`src/rtl/reorder_buffer.sv`:
```
// In-order commit queue: 2-wide allocate, 3-port completion with wakeup broadcast, 2-wide in-order retire.
// Optional macro ROB_RETIRE_BYPASS_EN lets a same-edge completion at head (or head+1) retire immediately.
package reorder_buffer_pkg;
    localparam int unsigned DEPTH    = 16;
    localparam int unsigned ALLOC_W  = 2;
    localparam int unsigned COMP_W   = 3;
    localparam int unsigned RETIRE_W = 2;
    localparam int unsigned ROB_W    = 4;
    localparam int unsigned CNT_W    = 5;
    localparam int unsigned PREG_W   = 6;
    localparam int unsigned DATA_W   = 32;

    typedef struct packed {
        logic              valid;
        logic              complete;
        logic [ROB_W-1:0]  ROBNumber;
        logic [PREG_W-1:0] PRegAddrDst;
        logic [PREG_W-1:0] OldPRegAddrDst;
        logic [DATA_W-1:0] data;
    } rob_row_struct;
endpackage

module reorder_buffer
    import reorder_buffer_pkg::*;
(
    input  logic             i_clk,
    input  logic             i_rst,
    input  rob_row_struct    i_alloc_rows        [ALLOC_W],
    output logic             o_full,
    input  rob_row_struct    i_fu_results        [COMP_W],
    output rob_row_struct    o_complete_rob_rows [COMP_W],
    output rob_row_struct    o_retire            [RETIRE_W],
    output logic [CNT_W-1:0] o_count,
    output logic [ROB_W-1:0] o_head,
    output logic             o_err
);

    rob_row_struct    entries_q [DEPTH];
    rob_row_struct    entries_c [DEPTH];
    rob_row_struct    entries_d [DEPTH];
    rob_row_struct    ret_view  [DEPTH];
    rob_row_struct    comp_q    [COMP_W];
    rob_row_struct    comp_d    [COMP_W];
    rob_row_struct    retire_q  [RETIRE_W];
    rob_row_struct    retire_d  [RETIRE_W];
    logic [ROB_W-1:0] head_q, head_d, tail_q, tail_d;
    logic [CNT_W-1:0] count_q, count_d;
    logic             full_q, err_q, err_d, comp_err;
    logic             dup, ret_go, live_any;
    logic [ROB_W-1:0] cidx, ridx;
    logic [1:0]       alloc_cnt, ret_cnt;
    rob_row_struct    alloc_row;

    // Completion: lowest port wins on duplicates; bad targets flag an error
    always_comb begin
        entries_c = entries_q;
        comp_d    = '{default: '0};
        comp_err  = 1'b0;
        dup       = 1'b0;
        cidx      = '0;
        for (int p = 0; p < int'(COMP_W); p++) begin
            dup  = 1'b0;
            cidx = i_fu_results[p].ROBNumber;
            for (int q = 0; q < p; q++) begin
                if (i_fu_results[q].valid && (i_fu_results[q].ROBNumber == cidx)) begin
                    dup = 1'b1;
                end
            end
            if (i_fu_results[p].valid && !dup) begin
                if (entries_q[cidx].valid && !entries_q[cidx].complete) begin
                    entries_c[cidx].complete = 1'b1;
                    entries_c[cidx].data     = i_fu_results[p].data;
                    comp_d[p]                = entries_c[cidx];
                end else begin
                    comp_err = 1'b1;
                end
            end
        end
    end

`ifdef ROB_RETIRE_BYPASS_EN
    assign ret_view = entries_c;
`else
    assign ret_view = entries_q;
`endif

    // Retire then allocate; allocation only ever targets free slots, so no overlap with retire
    always_comb begin
        entries_d = entries_c;
        retire_d  = '{default: '0};
        head_d    = head_q;
        tail_d    = tail_q;
        err_d     = err_q | comp_err;
        ret_go    = 1'b1;
        ret_cnt   = '0;
        alloc_cnt = '0;
        ridx      = '0;
        alloc_row = '0;
        live_any  = 1'b0;

        for (int s = 0; s < int'(RETIRE_W); s++) begin
            ridx = head_q + ROB_W'(s);
            if (ret_go && ret_view[ridx].valid && ret_view[ridx].complete) begin
                retire_d[s]               = ret_view[ridx];
                entries_d[ridx].valid     = 1'b0;
                entries_d[ridx].complete  = 1'b0;
                ret_cnt                   = ret_cnt + 2'd1;
            end else begin
                ret_go = 1'b0;
            end
        end
        head_d = head_q + ROB_W'(ret_cnt);

        for (int s = 0; s < int'(ALLOC_W); s++) begin
            live_any = live_any | i_alloc_rows[s].valid;
        end

        if (full_q && live_any) begin
            err_d = 1'b1;
        end else begin
            for (int s = 0; s < int'(ALLOC_W); s++) begin
                if (i_alloc_rows[s].valid) begin
                    if (i_alloc_rows[s].ROBNumber != tail_d) begin
                        err_d = 1'b1;
                    end
                    alloc_row           = i_alloc_rows[s];
                    alloc_row.valid     = 1'b1;
                    alloc_row.complete  = 1'b0;
                    alloc_row.ROBNumber = tail_d;
                    alloc_row.data      = '0;
                    entries_d[tail_d]   = alloc_row;
                    tail_d              = tail_d + ROB_W'(1);
                    alloc_cnt           = alloc_cnt + 2'd1;
                end
            end
        end

        count_d = count_q + CNT_W'(alloc_cnt) - CNT_W'(ret_cnt);
    end

    always_ff @(posedge i_clk) begin
        if (i_rst) begin
            for (int i = 0; i < int'(DEPTH); i++) begin
                entries_q[i] <= '0;
            end
            for (int p = 0; p < int'(COMP_W); p++) begin
                comp_q[p] <= '0;
            end
            for (int s = 0; s < int'(RETIRE_W); s++) begin
                retire_q[s] <= '0;
            end
            head_q  <= '0;
            tail_q  <= '0;
            count_q <= '0;
            full_q  <= 1'b0;
            err_q   <= 1'b0;
        end else begin
            entries_q <= entries_d;
            comp_q    <= comp_d;
            retire_q  <= retire_d;
            head_q    <= head_d;
            tail_q    <= tail_d;
            count_q   <= count_d;
            full_q    <= (count_d > CNT_W'(DEPTH - ALLOC_W));
            err_q     <= err_d;
        end
    end

    assign o_full              = full_q;
    assign o_err               = err_q;
    assign o_count             = count_q;
    assign o_head              = head_q;
    assign o_complete_rob_rows = comp_q;
    assign o_retire            = retire_q;

    // Fields of the input rows that the queue never consumes
    logic unused_fields;
    assign unused_fields = ^{i_alloc_rows[0].complete, i_alloc_rows[0].data,
                             i_alloc_rows[1].complete, i_alloc_rows[1].data,
                             i_fu_results[0].complete, i_fu_results[0].PRegAddrDst, i_fu_results[0].OldPRegAddrDst,
                             i_fu_results[1].complete, i_fu_results[1].PRegAddrDst, i_fu_results[1].OldPRegAddrDst,
                             i_fu_results[2].complete, i_fu_results[2].PRegAddrDst, i_fu_results[2].OldPRegAddrDst};

endmodule

```
`config.mk`:
```
export PLATFORM = sky130hd
export DESIGN_NAME = reorder_buffer
export DESIGN_NICKNAME = d
export VERILOG_FILES = /design/src/rtl/reorder_buffer.sv
export SDC_FILE = /design/constraint.sdc
export NUM_CORES = 2
export LEC_CHECK = 0
export CORE_MARGIN = 3
export CORE_UTILIZATION = 40
export DETAILED_ROUTE_END_ITERATION = 6
export HOLD_SLACK_MARGIN = 0.12
export PLACE_DENSITY_LB_ADDON = 0.2
export RECOVER_POWER = 25
export SKIP_LAST_GASP = 1
export SYNTH_ARGS = -nofsm -noshare
export SYNTH_HDL_FRONTEND = slang
export SYNTH_SLANG_ARGS = --single-unit
```
`constraint.sdc`:
```
create_clock -name i_clk -period 5.15 [get_ports i_clk]
set_input_delay 1.03 -clock i_clk [delete_from_list [all_inputs] [get_ports i_clk]]
set_output_delay 1.03 -clock i_clk [all_outputs]
set_load 0.01 [all_outputs]
```
==> metrics <==
routed wire length=310000 microns; skew final=0.0334 ns; Mapped Avg Cell Area=between 9 and 10 sq um; TritonCTS clock tree=built; max-slew headroom at the worst pin=-59.1%; Clk Latency, worst-skew pair=0.81 ns; worst slew pin tran=2.39 ns; combinational cell fraction of total power=14.4%; most common cell after layout, fill and taps aside=dfxtp_1; die area=between 0.15 and 0.2 sq mm; Mapped Nets=6935; Achievable Freq=0.220 GHz; PwrDens=281 mW/mm^2; Via Count=62100; Sw Share=a little under 30%; DR pass1 iterations=6; Clk pwr share=45.5%; Slew Limit Fails=121; GRT Residual Overflow=0; Synth Register Bits=around 1100; Max clock buf depth=3; internal cell power=15.3 mW; htree depth=4; CP Data Arrival Time=about 5.2 ns; max-cap violations=4; Hold Crit Class=flop to flop; share of layout cells above drive strength 1=22.5%; power share of the sequential group=between 40% and 50%; All-Layer GR Usage=35.3%; IO Count=513; most frequent cells in the layout=dfxtp_1 (1061), mux4_2 (691), nand2_1 (586); unrepaired setup endpoints after global routing=no; Hold Fails Final Rpt=0; crit path max fanout=8; Ys Warns=0; CP required=5.83 ns; CTS buffer count=~130; TNS Setup=0 ns; switching power=6.30 mW; row count=148; Cells after Synth=6655; CTS Hold Bufs=0; Total Power=21.6 mW; Crit Path Category=flop to flop; final setup fails=0; post-synth cell types=78; HPWL after DPL=184000 microns; Most used DFF post-synth=dfxtp_1; maximum number of pins on one net before global-route repair=106; # Post-CTS Setup Buffers=0; routability cong.=about 0.93; FFs w/ async S/R, synth=0%; register area share after synthesis=about a third; startpoint types=flop; Resized cells post-CTS=0; Final min period=4.55 ns; clk sinks=1065; nets=6900; fin crit share=88.4%; failing checks=max-capacitance violations, max-slew violations; total core area=roughly 0.16 sq mm; # DRC=0; starting density of the core=a little over 40%; Clock transition at path regs=0.06 ns; initial antenna violation count=38; clock root cell=clkbuf_16; PortBufs=407; Wirelength per Cell=34.8 microns; Max VDD drop=approximately 0.34 mV; run status=finished, violations left; Layout area overhead=16.1%; Leak=27.8 nW; drt initial violations=a little over 9000; critical path endpoint category=flop; Die Span X=413 microns; Post-DRT Antenna Nets=0; Post-Syn Area=0.0663 sq mm; Via density=6.96; Post-synth EDFFs=0; first-pass GRT wire length=435000 microns; vias in the first global route=58200; Die Ht=413 microns
## cells by family after synthesis
logic type	count (synthesis)	synth area share, %
compound gates	1276	12.8
xor+xnor	36	0.475
fa+ha+maj	28	0.562
buf+inv	876	5.35
flops	1065	32.1
mux	1299	33.1
simple gates	2075	15.6
## stage by stage
stage | instances | hold WS (ns) | util (%) | setup slack (ns) | instance area (sq um)
final | 8913 | 0.474 | 47.0 | 0.599 | 77000
after global routing | 8897 | 0.514 | 47.0 | 0.358 | 77000
after CTS | 8889 | 0.471 | 47.0 | 0.583 | 77000
after detailed placement | 8659 | 0.461 | 44.3 | 0.508 | 72600
after global placement | 8659 | 0.451 | 44.3 | 0.526 | 72600
after floorplan | 6655 | 0.440 | - | 0.772 | 66300
## cell type report
| class | count | area, sq um |
|---|---|---|
| clock buffer | 192 | 3900 |
| timing repair buffer | 675 | 6410 |
| fill | 15100 | 86700 |
| tap | 2175 | 2720 |
| inverter | 30 | 113 |
| clock inverter | 38 | 558 |
| multi-input combinational | 4714 | 41900 |
| sequential | 1065 | 21300 |
| antenna | 24 | 60.1 |
## power by group through the flow
| stage | sequential [mW] | clock, mW | combinational, mW |
|---|---|---|---|
| 6_report | 8.67 | 9.82 | 3.11 |
| 5_1_grt | 8.69 | 10.2 | 3.20 |
| 4_1_cts | 8.66 | 9.89 | 3.00 |
| 3_5_place_dp | 8.84 | 0 | 2.99 |
| 3_3_place_gp | 8.83 | 0 | 2.97 |
| 2_1_floorplan | 8.78 | 0 | 1.76 |
## path summary, 6_finish.rpt
path	from	end	slack, ns	cells after the start
setup reg to reg	o_head[0]$_SDFF_PP0_	o_full$_SDFF_PP0_	0.60	15
hold / removal	entries_q[398]$_SDFF_PP0_	entries_q[398]$_SDFF_PP0_	0.47	2
setup / recovery	o_head[0]$_SDFF_PP0_	o_full$_SDFF_PP0_	0.60	15
hold reg to reg	entries_q[398]$_SDFF_PP0_	entries_q[398]$_SDFF_PP0_	0.47	2
## registers in the layout (all words and copies together), names as in the netlist
register	cells
entries_q	800
o_complete_rob_rows	150
o_retire	100
o_count	5
o_head	4
tail_q	4
o_err	1
o_full	1
## critical path: stages (launching register included)
cell and delay, ns:
dfxtp_4 0.35, ha_1 0.23, xnor2_2 0.60, mux4_2 0.43
a32o_1 0.36, o2bb2ai_1 0.36, inv_1 0.10, ha_1 0.35
ha_1 0.29, inv_1 0.04, ha_1 0.20, fa_1 0.46
a21o_1 0.18, a21oi_1 0.17, xnor2_1 0.17, o32ai_1 0.12
## cell usage after synthesis, types with 35 or more instances
cell	count	area, sq um
a211oi_1	63	473
and3_1	177	1110
o211ai_1	68	510
mux2i_1	382	3820
nand3_1	160	801
o21ai_0	285	1430
nor3_1	180	901
a21oi_1	228	1140
a22o_1	98	858
a22oi_1	122	916
a2111oi_0	67	587
buf_2	98	490
and2_1	296	1850
o2bb2ai_1	115	1010
nor2_1	374	1400
nor4_1	141	882
mux4_2	691	15600
o21ai_1	97	485
a221o_1	35	350
nand2_1	589	2210
nand2b_1	42	263
dfxtp_1	1065	21300
clkbuf_1	605	2270
mux2_2	226	2540
buf_1	114	428
a31oi_1	36	225
## routing by layer
layer  GRT usage [%]  vias up  wire length, microns
met5           0.776        -                   305
met4            20.1       28                 21100
met3            13.9     1285                 46400
met2            51.7     5257                132000
met1            43.9    30400                111000
li1                -    25100                     -
Power figures use the tool's default switching activity.
